$ cat src/rtl/ctrl_pkg.sv
// ctrl_pkg: shared definitions for the ALU operation sequencer.
//   - state_t     : sequencer states (fetch, decode, execute, halt)
//   - op_class_t  : instruction classes produced by op_decoder
//   - opcode constants and instruction field bit positions
//   - onehot16()  : 4-to-16 one-hot register-select decoder
package ctrl_pkg;

  typedef enum logic [3:0] {
    S_IDLE,
    S_F0,
    S_F1,
    S_F2,
    S_DEC,
    S_E3,
    S_E4,
    S_E5,
    S_E6,
    S_HALT
  } state_t;

  typedef enum logic [2:0] {
    CLS_R3,    // Ra <- Rb op Rc
    CLS_HL,    // {HI,LO} <- Ra op Rb
    CLS_NOP,
    CLS_HALT,
    CLS_ILL
  } op_class_t;

  localparam logic [4:0] OP_R3_FIRST = 5'h03;
  localparam logic [4:0] OP_R3_LAST  = 5'h0B;
  localparam logic [4:0] OP_MUL      = 5'h0F;
  localparam logic [4:0] OP_DIV      = 5'h10;
  localparam logic [4:0] OP_NOP      = 5'h1A;
  localparam logic [4:0] OP_HALT     = 5'h1B;

  localparam int OPC_MSB = 31;
  localparam int OPC_LSB = 27;
  localparam int RA_MSB  = 26;
  localparam int RA_LSB  = 23;
  localparam int RB_MSB  = 22;
  localparam int RB_LSB  = 19;
  localparam int RC_MSB  = 18;
  localparam int RC_LSB  = 15;

  function automatic logic [15:0] onehot16(input logic [3:0] idx);
    onehot16 = 16'h0001 << idx;
  endfunction

endpackage

$ cat src/rtl/op_decoder.sv
// op_decoder: combinational opcode classifier.
//   opcode   in  5  instruction opcode
//   op_class out    instruction class (R3, HL, NOP, HALT, ILL)
//   alu_sel  out 5  ALU operation code (the opcode for R3/HL, else 0)
module op_decoder
  import ctrl_pkg::*;
(
  input  logic [4:0] opcode,
  output op_class_t  op_class,
  output logic [4:0] alu_sel
);

  // NOTE: every output gets a default before the decode so no path leaves it
  // unassigned; otherwise synthesis infers a latch.
  always_comb begin
    op_class = CLS_ILL;
    alu_sel  = '0;
    if (opcode >= OP_R3_FIRST && opcode <= OP_R3_LAST) begin
      op_class = CLS_R3;
      alu_sel  = opcode;
    end else if (opcode == OP_MUL || opcode == OP_DIV) begin
      op_class = CLS_HL;
      alu_sel  = opcode;
    end else if (opcode == OP_NOP) begin
      op_class = CLS_NOP;
    end else if (opcode == OP_HALT) begin
      op_class = CLS_HALT;
    end
  end

endmodule

$ cat src/rtl/alu_op_sequencer.sv
// alu_op_sequencer: hardwired Moore control sequencer for the CPU datapath.
// Runs the fetch cycle, decodes IR and sequences register-register ALU ops
// (R3) and multiply/divide ops writing HI/LO (HL).
//   clk, clr                 clock, async active-high reset
//   run, mem_rdy, ir         fetch permit, memory data valid, IR contents
//   PCout..Yin, ZLOout..HIin one-cycle datapath strobes
//   Rout, Rin                one-hot register drive / load enables
//   ALUSelection             ALU op code (E4 only)
//   busy, halted, illegal    status; illegal pulses the cycle after DEC
//   retired                  completed-instruction counter (wraps)
module alu_op_sequencer
  import ctrl_pkg::*;
#(
  parameter int CNT_W = 16
) (
  input  logic             clk,
  input  logic             clr,
  input  logic             run,
  input  logic             mem_rdy,
  input  logic [31:0]      ir,
  output logic             PCout,
  output logic             MARin,
  output logic             IncPC,
  output logic             Zin,
  output logic             PCin,
  output logic             Read,
  output logic             MDRin,
  output logic             MDRout,
  output logic             IRin,
  output logic             Yin,
  output logic             ZLOout,
  output logic             ZHIout,
  output logic             Loin,
  output logic             HIin,
  output logic [15:0]      Rout,
  output logic [15:0]      Rin,
  output logic [4:0]       ALUSelection,
  output logic             busy,
  output logic             halted,
  output logic             illegal,
  output logic [CNT_W-1:0] retired
);

  state_t     state_q, state_d;
  logic [4:0] opcode_q;
  logic [3:0] ra_q, rb_q, rc_q;

  // In DEC the decoder looks at the live IR to pick the next state; in the
  // execute states it looks at the captured opcode, so IR may change freely
  // once DEC has passed.
  logic [4:0] dec_opcode;
  op_class_t  op_class;
  logic [4:0] alu_sel;

  assign dec_opcode = (state_q == S_DEC) ? ir[OPC_MSB:OPC_LSB] : opcode_q;

  op_decoder u_op_decoder (
    .opcode   (dec_opcode),
    .op_class (op_class),
    .alu_sel  (alu_sel)
  );

  // Low IR bits carry immediates/unused fields for these instructions.
  logic unused_ir_bits;
  assign unused_ir_bits = ^ir[RC_LSB-1:0];

  logic exit_run;
  logic retire;

  assign exit_run = run;
  assign retire   = (state_q == S_E5 && op_class == CLS_R3) ||
                    (state_q == S_E6) ||
                    (state_q == S_DEC && op_class == CLS_NOP);

  // NOTE: sequential state uses non-blocking assignments so every register
  // samples pre-edge values regardless of statement order.
  always_ff @(posedge clk or posedge clr) begin
    if (clr) begin
      state_q  <= S_IDLE;
      opcode_q <= '0;
      ra_q     <= '0;
      rb_q     <= '0;
      rc_q     <= '0;
      illegal  <= 1'b0;
      retired  <= '0;
    end else begin
      state_q <= state_d;
      if (state_q == S_DEC) begin
        opcode_q <= ir[OPC_MSB:OPC_LSB];
        ra_q     <= ir[RA_MSB:RA_LSB];
        rb_q     <= ir[RB_MSB:RB_LSB];
        rc_q     <= ir[RC_MSB:RC_LSB];
      end
      illegal <= (state_q == S_DEC) && (op_class == CLS_ILL);
      if (retire) retired <= retired + CNT_W'(1);
    end
  end

  always_comb begin
    state_d = state_q;
    unique case (state_q)
      S_IDLE: if (run) state_d = S_F0;
      S_F0:   state_d = S_F1;
      S_F1:   if (mem_rdy) state_d = S_F2;
      S_F2:   state_d = S_DEC;
      S_DEC: begin
        unique case (op_class)
          CLS_R3, CLS_HL: state_d = S_E3;
          CLS_HALT:       state_d = S_HALT;
          default:        state_d = exit_run ? S_F0 : S_IDLE;
        endcase
      end
      S_E3:   state_d = S_E4;
      S_E4:   state_d = S_E5;
      S_E5:   state_d = (op_class == CLS_HL) ? S_E6
                      : (exit_run ? S_F0 : S_IDLE);
      S_E6:   state_d = exit_run ? S_F0 : S_IDLE;
      S_HALT: state_d = S_HALT;
      default: state_d = S_IDLE;
    endcase
  end

  // Moore output decode from the registered state and captured fields.
  always_comb begin
    PCout        = 1'b0;
    MARin        = 1'b0;
    IncPC        = 1'b0;
    Zin          = 1'b0;
    PCin         = 1'b0;
    Read         = 1'b0;
    MDRin        = 1'b0;
    MDRout       = 1'b0;
    IRin         = 1'b0;
    Yin          = 1'b0;
    ZLOout       = 1'b0;
    ZHIout       = 1'b0;
    Loin         = 1'b0;
    HIin         = 1'b0;
    Rout         = '0;
    Rin          = '0;
    ALUSelection = '0;
    unique case (state_q)
      S_F0: begin
        PCout = 1'b1;
        MARin = 1'b1;
        IncPC = 1'b1;
        Zin   = 1'b1;
      end
      // PCin repeats on every stalled F1 cycle; harmless since Z is stable.
      S_F1: begin
        ZLOout = 1'b1;
        PCin   = 1'b1;
        Read   = 1'b1;
        MDRin  = 1'b1;
      end
      S_F2: begin
        MDRout = 1'b1;
        IRin   = 1'b1;
      end
      S_E3: begin
        Yin  = 1'b1;
        Rout = onehot16((op_class == CLS_HL) ? ra_q : rb_q);
      end
      S_E4: begin
        Zin          = 1'b1;
        ALUSelection = alu_sel;
        Rout         = onehot16((op_class == CLS_HL) ? rb_q : rc_q);
      end
      S_E5: begin
        ZLOout = 1'b1;
        if (op_class == CLS_HL) Loin = 1'b1;
        else                    Rin  = onehot16(ra_q);
      end
      S_E6: begin
        ZHIout = 1'b1;
        HIin   = 1'b1;
      end
      default: ;
    endcase
  end

  assign busy   = (state_q != S_IDLE) && (state_q != S_HALT);
  assign halted = (state_q == S_HALT);

endmodule

$ cat config.mk
export PLATFORM = sky130hd
export DESIGN_NAME = alu_op_sequencer
export DESIGN_NICKNAME = d
export VERILOG_FILES = /design/src/rtl/ctrl_pkg.sv /design/src/rtl/op_decoder.sv /design/src/rtl/alu_op_sequencer.sv
export SDC_FILE = /design/constraint.sdc
export NUM_CORES = 1
export LEC_CHECK = 0
export ABC_AREA = 1
export CAP_MARGIN = 0
export CORE_ASPECT_RATIO = 1.2
export CORE_MARGIN = 2
export CORE_UTILIZATION = 44
export DETAILED_ROUTE_END_ITERATION = 6
export PLACE_DENSITY = 0.77
export SLEW_MARGIN = 0
export SYNTH_ARGS = -nofsm -noshare
export SYNTH_HDL_FRONTEND = slang
export SYNTH_SLANG_ARGS = --single-unit
$ cat constraint.sdc
create_clock -name clk -period 2.91 [get_ports clk]
set_input_delay 0.582 -clock clk [delete_from_list [all_inputs] [get_ports clk]]
set_output_delay 0.582 -clock clk [all_outputs]
set_load 0.05 [all_outputs]
---- Word-level counts from Yosys, hierarchy flattened ----
Index checks and enable logic that the tools add are counted.
operators by class
  order comparisons ....................... 2
  $add $sub $neg .......................... 1
  equality and inequality tests ........... 20
  reductions and logical operators ........ 15
  shift-type cells ........................ 3
  mux-type cells .......................... 28
operator list
  operator                 number
  $shl A1 B4 Y16 const A   3
  $pmux W4 S10             1
  $mux W16                 2
  $pmux W16 S2             1
  $mux W4                  5
  $mux W5                  4
  $add A16 B1 Y16 const B  1
  $eq A4 B3 Y1 const B     4
  $eq A5 B5 Y1 const B     3
  $mux W3                  4
  $mux W1                  10
  $eq A4 B2 Y1 const B     2
  $eq A4 B4 Y1 const B     2
  $pmux W4 S2              1
  $eq A3 B2 Y1 const B     2
  $reduce_or A2 Y1         3
  $eq A5 B4 Y1 const B     1
  $ge A5 B2 Y1 const B     1
  $le A5 B4 Y1 const B     1
  $logic_and A1 B1 Y1      5
  $eq A4 B1 Y1 const B     1
  $logic_not A4 Y1         1
  $ne A2 B2 Y1 const B     2
  $ne A4 B4 Y1 const B     1
  6 further kinds          8
storage, ports and cells
  input port bits ......................... 36
  output and inout bits ................... 70
  logic and storage cells ................. 76
  register bits ........................... 38

---- Depth between registers and ports, before layout ----
  depth after elaboration ................. 11
  gate-level depth with buffers ........... 16

---- Modules after synthesis ----
A second synthesis with hierarchy kept.
second synthesis, totals
  cell total of the unflattened synthesis .. 441
  area total of the unflattened synthesis .. 2,835.2 µm²
by module, submodules not included
  module            sequential area each (µm²)  area an instance (µm²)  cells an instance  times used
  alu_op_sequencer  950.9                       2,703.8                 413                1
  op_decoder        0.0                         131.4                   28                 1

---- Worst setup path before layout ----
No wires, ideal clock.
  path kind ............................... flip-flop to output port
  start point ............................. reg state_q[3]
  end point ............................... out Rout[0]
  required time ........................... 2.328 ns
  arrival time ............................ 2.471 ns
  setup slack ............................. -0.143 ns
  cell stages (with the launch flop) ...... 8
  cell sequence ........................... dfrtp_1 -> nor2_4 -> inv_1 -> nor2_1 -> nor2_1 -> inv_1 -> nand3_4 -> nor2_1
on the way
  cells in the longest elaborated chain, start to end .. 11
  elaborated cells between the ends (all ways) .. 22
  those cells by class .................... order compare: 2; eq/ne: 8; shift: 2; mux: 8; reduce/logical: 2
ends and longest elaborated chain
  element                     RTL line                                          RTL
  start, declared             alu_op_sequencer.sv:44                            state_t state_q, state_d;
  start signal, assigned      alu_op_sequencer.sv:87                            state_q <= state_d;
  $eq A4 B3 Y1                alu_op_sequencer.sv:55                            assign dec_opcode = (state_q == S_DEC) ? ir[OPC_MSB:OPC_LSB] : opcode_q;
  $mux W5                     n/a
  $eq A5 B5 Y1                op_decoder.sv:26                                  end else if (opcode == OP_HALT) begin
  $mux W3                     op_decoder.sv:26
  $mux W3                     op_decoder.sv:24                                  end else if (opcode == OP_NOP) begin
  $mux W3                     op_decoder.sv:21                                  end else if (opcode == OP_MUL || opcode == OP_DIV) begin
  $mux W3                     op_decoder.sv:18                                  if (opcode >= OP_R3_FIRST && opcode <= OP_R3_LAST) begin
  $eq A3 B1 Y1                alu_op_sequencer.sv:162, alu_op_sequencer.sv:167
  $mux W4 (on tied branches)  alu_op_sequencer.sv:167, alu_op_sequencer.sv:162
  $shl A1 B4 Y16              ctrl_pkg.sv:46                                    onehot16 = 16'h0001 << idx;
  $pmux W16 S2 *              alu_op_sequencer.sv:142                           unique case (state_q)
  end, declared               alu_op_sequencer.sv:35                            output logic [15:0] Rout,
Every way passes the cells marked *; elsewhere a longest branch is shown, timed or not.

---- Worst setup path after layout ----
  start point ............................. reg state_q[2]
  end point ............................... out Rout[14]
Same word-level chain as after synthesis.

==> impl_results.md <==
- Status: complete, but fails checks
- Failing checks: negative setup slack
- CTS Buffer Depth: 2
- Top delay family on crit path: buffers and inverters
- Port Buffer Count: 90
- Yosys warnings: 0
- Synth cell types: 27
- Final Hold Fails: 0
- # nets final: roughly 560
- Initial antenna violation count: 0
- Worst-case reg-to-reg path depth: 14
- Worst setup margin: -0.459 ns
- Row Count: 31
- WL final: 13400 um
- Fill count: 239
- Crit-path cells: inv_2 > nor2_4 > buf_6 > buf_4 > inv_1 > nor2_1 > buf_4 > inv_1 > nand3_2 > nand2_4 > nand3_4 > nor2_4 > buf_12
- Setup Skew: 0.0109 ns
- Area of the multi-input gates: 2140 um2
- Req. time, crit path: roughly 2.3 ns
- Via-to-Cell Ratio: approximately 6
- Sw power: 3.09 mW
- Vias in the first global route: between 3000 and 4000
- Sequential cell area: 951 um2
- Data arrival, critical path: about 2.8 ns
- CTS root buffer: clkbuf_8
- R2r endpoint: retired[0]
- Sequential share of power: 0.163
- Gr usage total: 0.292
- CTS tree: built
- Gp weighted congestion: 0.857
- DR DRC count: 0
- Reg2Reg Setup Slack: 0.05 ns
- Crit Path Class: register to output port
- Full die area: 6700 um2
- Layout area overhead: 96.7%
- Clock share of power: 0.082
- Starting Density: 0.449
- Sink Count: 38
- Vias: 3616
- Buf/Inv on CP: 7
- Iter 0 DRT Violations: 545
- Setup violators final: 42
- Internal Pwr Total: 2.37 mW
- Sw Ratio: 0.566
- Hold Path Class: register to register
- Synthesized Nets: 428
- Ant diodes: 0
- CP endpoint kind: output port
- Post-route ant nets: 0
- Avg Cell Area, Syn: ~7 um2
- Post-synthesis sequential area ratio: 0.357
- Die X-Extent: 75.0 um
- Slowest cell on crit path: dfrtp_1
- Layout cells sized above 1: 0.410
- Worst R2R Start: state_q[3]
- Met3 Use GR: 0.0417
- Met1 Usage GRT: 0.334
- Period utilization: 1.16
- Relative slew slack: 0.550
- Gr busiest metal: met2
- Clock-pin slew on the worst setup and hold paths: 0.09 ns
- Unrepaired setup endpoints after global routing: true
- PD cells: 1040 nW/um2
- Max-cap viol count: 0
- Max VDD drop: around 0.00064 V
- Slew Viols, Final: 0
- Setup crit start kind: register
- Synth Cell Area: 2660 um2
- Setup TNS: -9.82 ns
- Pin count of the biggest net entering global routing: 25
- Die Ht: 89.2 um
- P_leak: roughly 2.2 nW
- GR Layer Usage met2: 0.543
- First-pass GRT wire length: around 15000 um
- Hold Crit Endpoint: rb_q[3]
- Period minus WS final: 3.37 ns
- Hold Path Depth: 2
- Worst-Skew Late Latency: 0.30 ns
- Core ar.: between 5000 and 6000 um2
- Hold wc startpoint: rb_q[3]
- H-tree level count: 2
- CTS Hold Bufs: 0
- Dpl hpwl: ~6000 um
- Fin Hold WS: 0.547 ns
- Slowest stage delay, CP: a little over 0.4 ns
- Io pins: 106
- Synthesized instance count: 391
- CP Max Fanout: 11
- Combinational Power Share: 0.755
- Total gr overflow: 0
- Avg WL per Cell: 22.1 um
- Max frequency: 297 MHz
- Num CTS Buffers: 5
- #FFs+latches synth: 38
- Slew @ Worst Pin: 0.670 ns
- First-pass DRT Iterations: 6
==> sequential cells by signal, summed over array words and instances (netlist names) <==
register  cells
ra_q          4
state_q       4
rb_q          4
illegal       1
rc_q          4
retired      16
opcode_q      5
==> layout by cell type, fill, tap and decap left out, drive strengths merged, types with 9 or more instances in the layout <==
master	count
nor3	9
nor2	66
nand3	51
nand2	111
dfrtp	38
buf	86
clkdlybuf4s50	41
xor2	13
o21ai	30
inv	48
==> how the worst max path moves through the flow <==
stage               start  endpoint  slack [ns]  depth (start not counted)
2_1_floorplan  state_q[0]      busy       0.004                          5
3_3_place_gp       ir[27]   Rout[0]       -0.18                         13
3_5_place_dp       ir[27]   Rout[8]       -0.29                         13
4_1_cts        state_q[0]   Rout[5]       -0.13                         15
5_1_grt        state_q[3]   Rout[8]       -0.53                         15
6_report       state_q[2]  Rout[14]       -0.46                         13
==> Yosys cell counts <==
cell type   n  area [um2]
a21oi_1     5        25.0
nand3_2     2        20.0
nand2_2    17         106
o21ai_2     1        8.76
o21ai_0    27         135
nand3_1    48         240
nand3b_1    1        7.51
nor2_1     61         229
clkbuf_1    2        7.51
o21ai_1     2        10.0
nand3_4     1        17.5
xor2_1     13         114
buf_2       3        15.0
nor3_1      9        45.0
nor2_4      3        33.8
ha_1        1        12.5
inv_1      46         173
buf_6       3        33.8
dfrtp_1    38         951
nor4_1      2        12.5
nand2_1    89         334
o211ai_2    1        12.5
nor2_2      2        12.5
nand2_4     3        33.8
inv_2       2        7.51
buf_4       8        60.1
or2_0       1        6.26
==> worst register-to-register path, cell delays in order, from the launching register on <==
cell      delay, ns
dfrtp_1        0.43
nor2_4         0.19
buf_6          0.14
nand2_8        0.07
nand2_2        0.08
nand2_2        0.08
buf_4          0.15
buf_4          0.13
buf_4          0.14
nor2_1         0.13
nand2_1        0.13
buf_4          0.16
o211ai_2       0.53
buf_4          0.28
xor2_1         0.15
==> stage by stage <==
step | total power [mW] | area [um2] | setup WS [ns] | utilization | instances
final | 5.46 | 5240 | -0.459 | 0.883 | 604
after global routing | 5.63 | 5240 | -0.532 | 0.883 | 604
after CTS | 4.36 | 4730 | -0.129 | 0.796 | 599
after detailed placement | 3.28 | 4100 | -0.287 | 0.690 | 565
after global placement | 3.20 | 4100 | -0.175 | 0.690 | 565
after floorplan | 2.51 | 2670 | 0.00354 | - | 391
==> cell families after synthesis <==
family	after synthesis	share of synthesized area
xor+xnor	13	0.0427
buf+inv	64	0.111
compound gates	36	0.0719
fa+ha+maj	1	0.00470
simple gates	239	0.412
flops	38	0.357
==> metal layers <==
| metal | share of wire | vias up | wire (um) |
|---|---|---|---|
| met3 | 0.11 | 100 | 1470 |
| met2 | 0.49 | 317 | 6570 |
| met5 | 0 | - | 0 |
| met1 | 0.33 | 1709 | 4450 |
| li1 | - | 1490 | - |
| met4 | 0.066 | 0 | 882 |
==> power groups by stage <==
stage          Clock [mW]  Sequential, mW  Combinational (mW)
2_1_floorplan           0           0.893                1.61
3_3_place_gp            0           0.837                2.36
3_5_place_dp            0           0.843                2.44
4_1_cts             0.428           0.833                3.10
5_1_grt             0.472           0.900                4.26
6_report            0.448           0.891                4.13
==> cell type report <==
| class | count | share of cell area |
|---|---|---|
| Clock buffer | 8 | 0.0210 |
| Inverter | 48 | 0.0349 |
| Multi-Input combinational cell | 291 | 0.409 |
| Sequential cell | 38 | 0.181 |
| Tap cell | 82 | 0.0196 |
| Timing Repair Buffer | 137 | 0.334 |
==> what timing repair did <==
action | in CTS | in global routing
endpoints found under the setup margin | 35 | 42
buffers inserted | 22 | 5
pin swaps | 14 | 34
gates resized for setup | 80 | 103
gates cloned | 4 | 0
(Power assumes the default switching activity.)
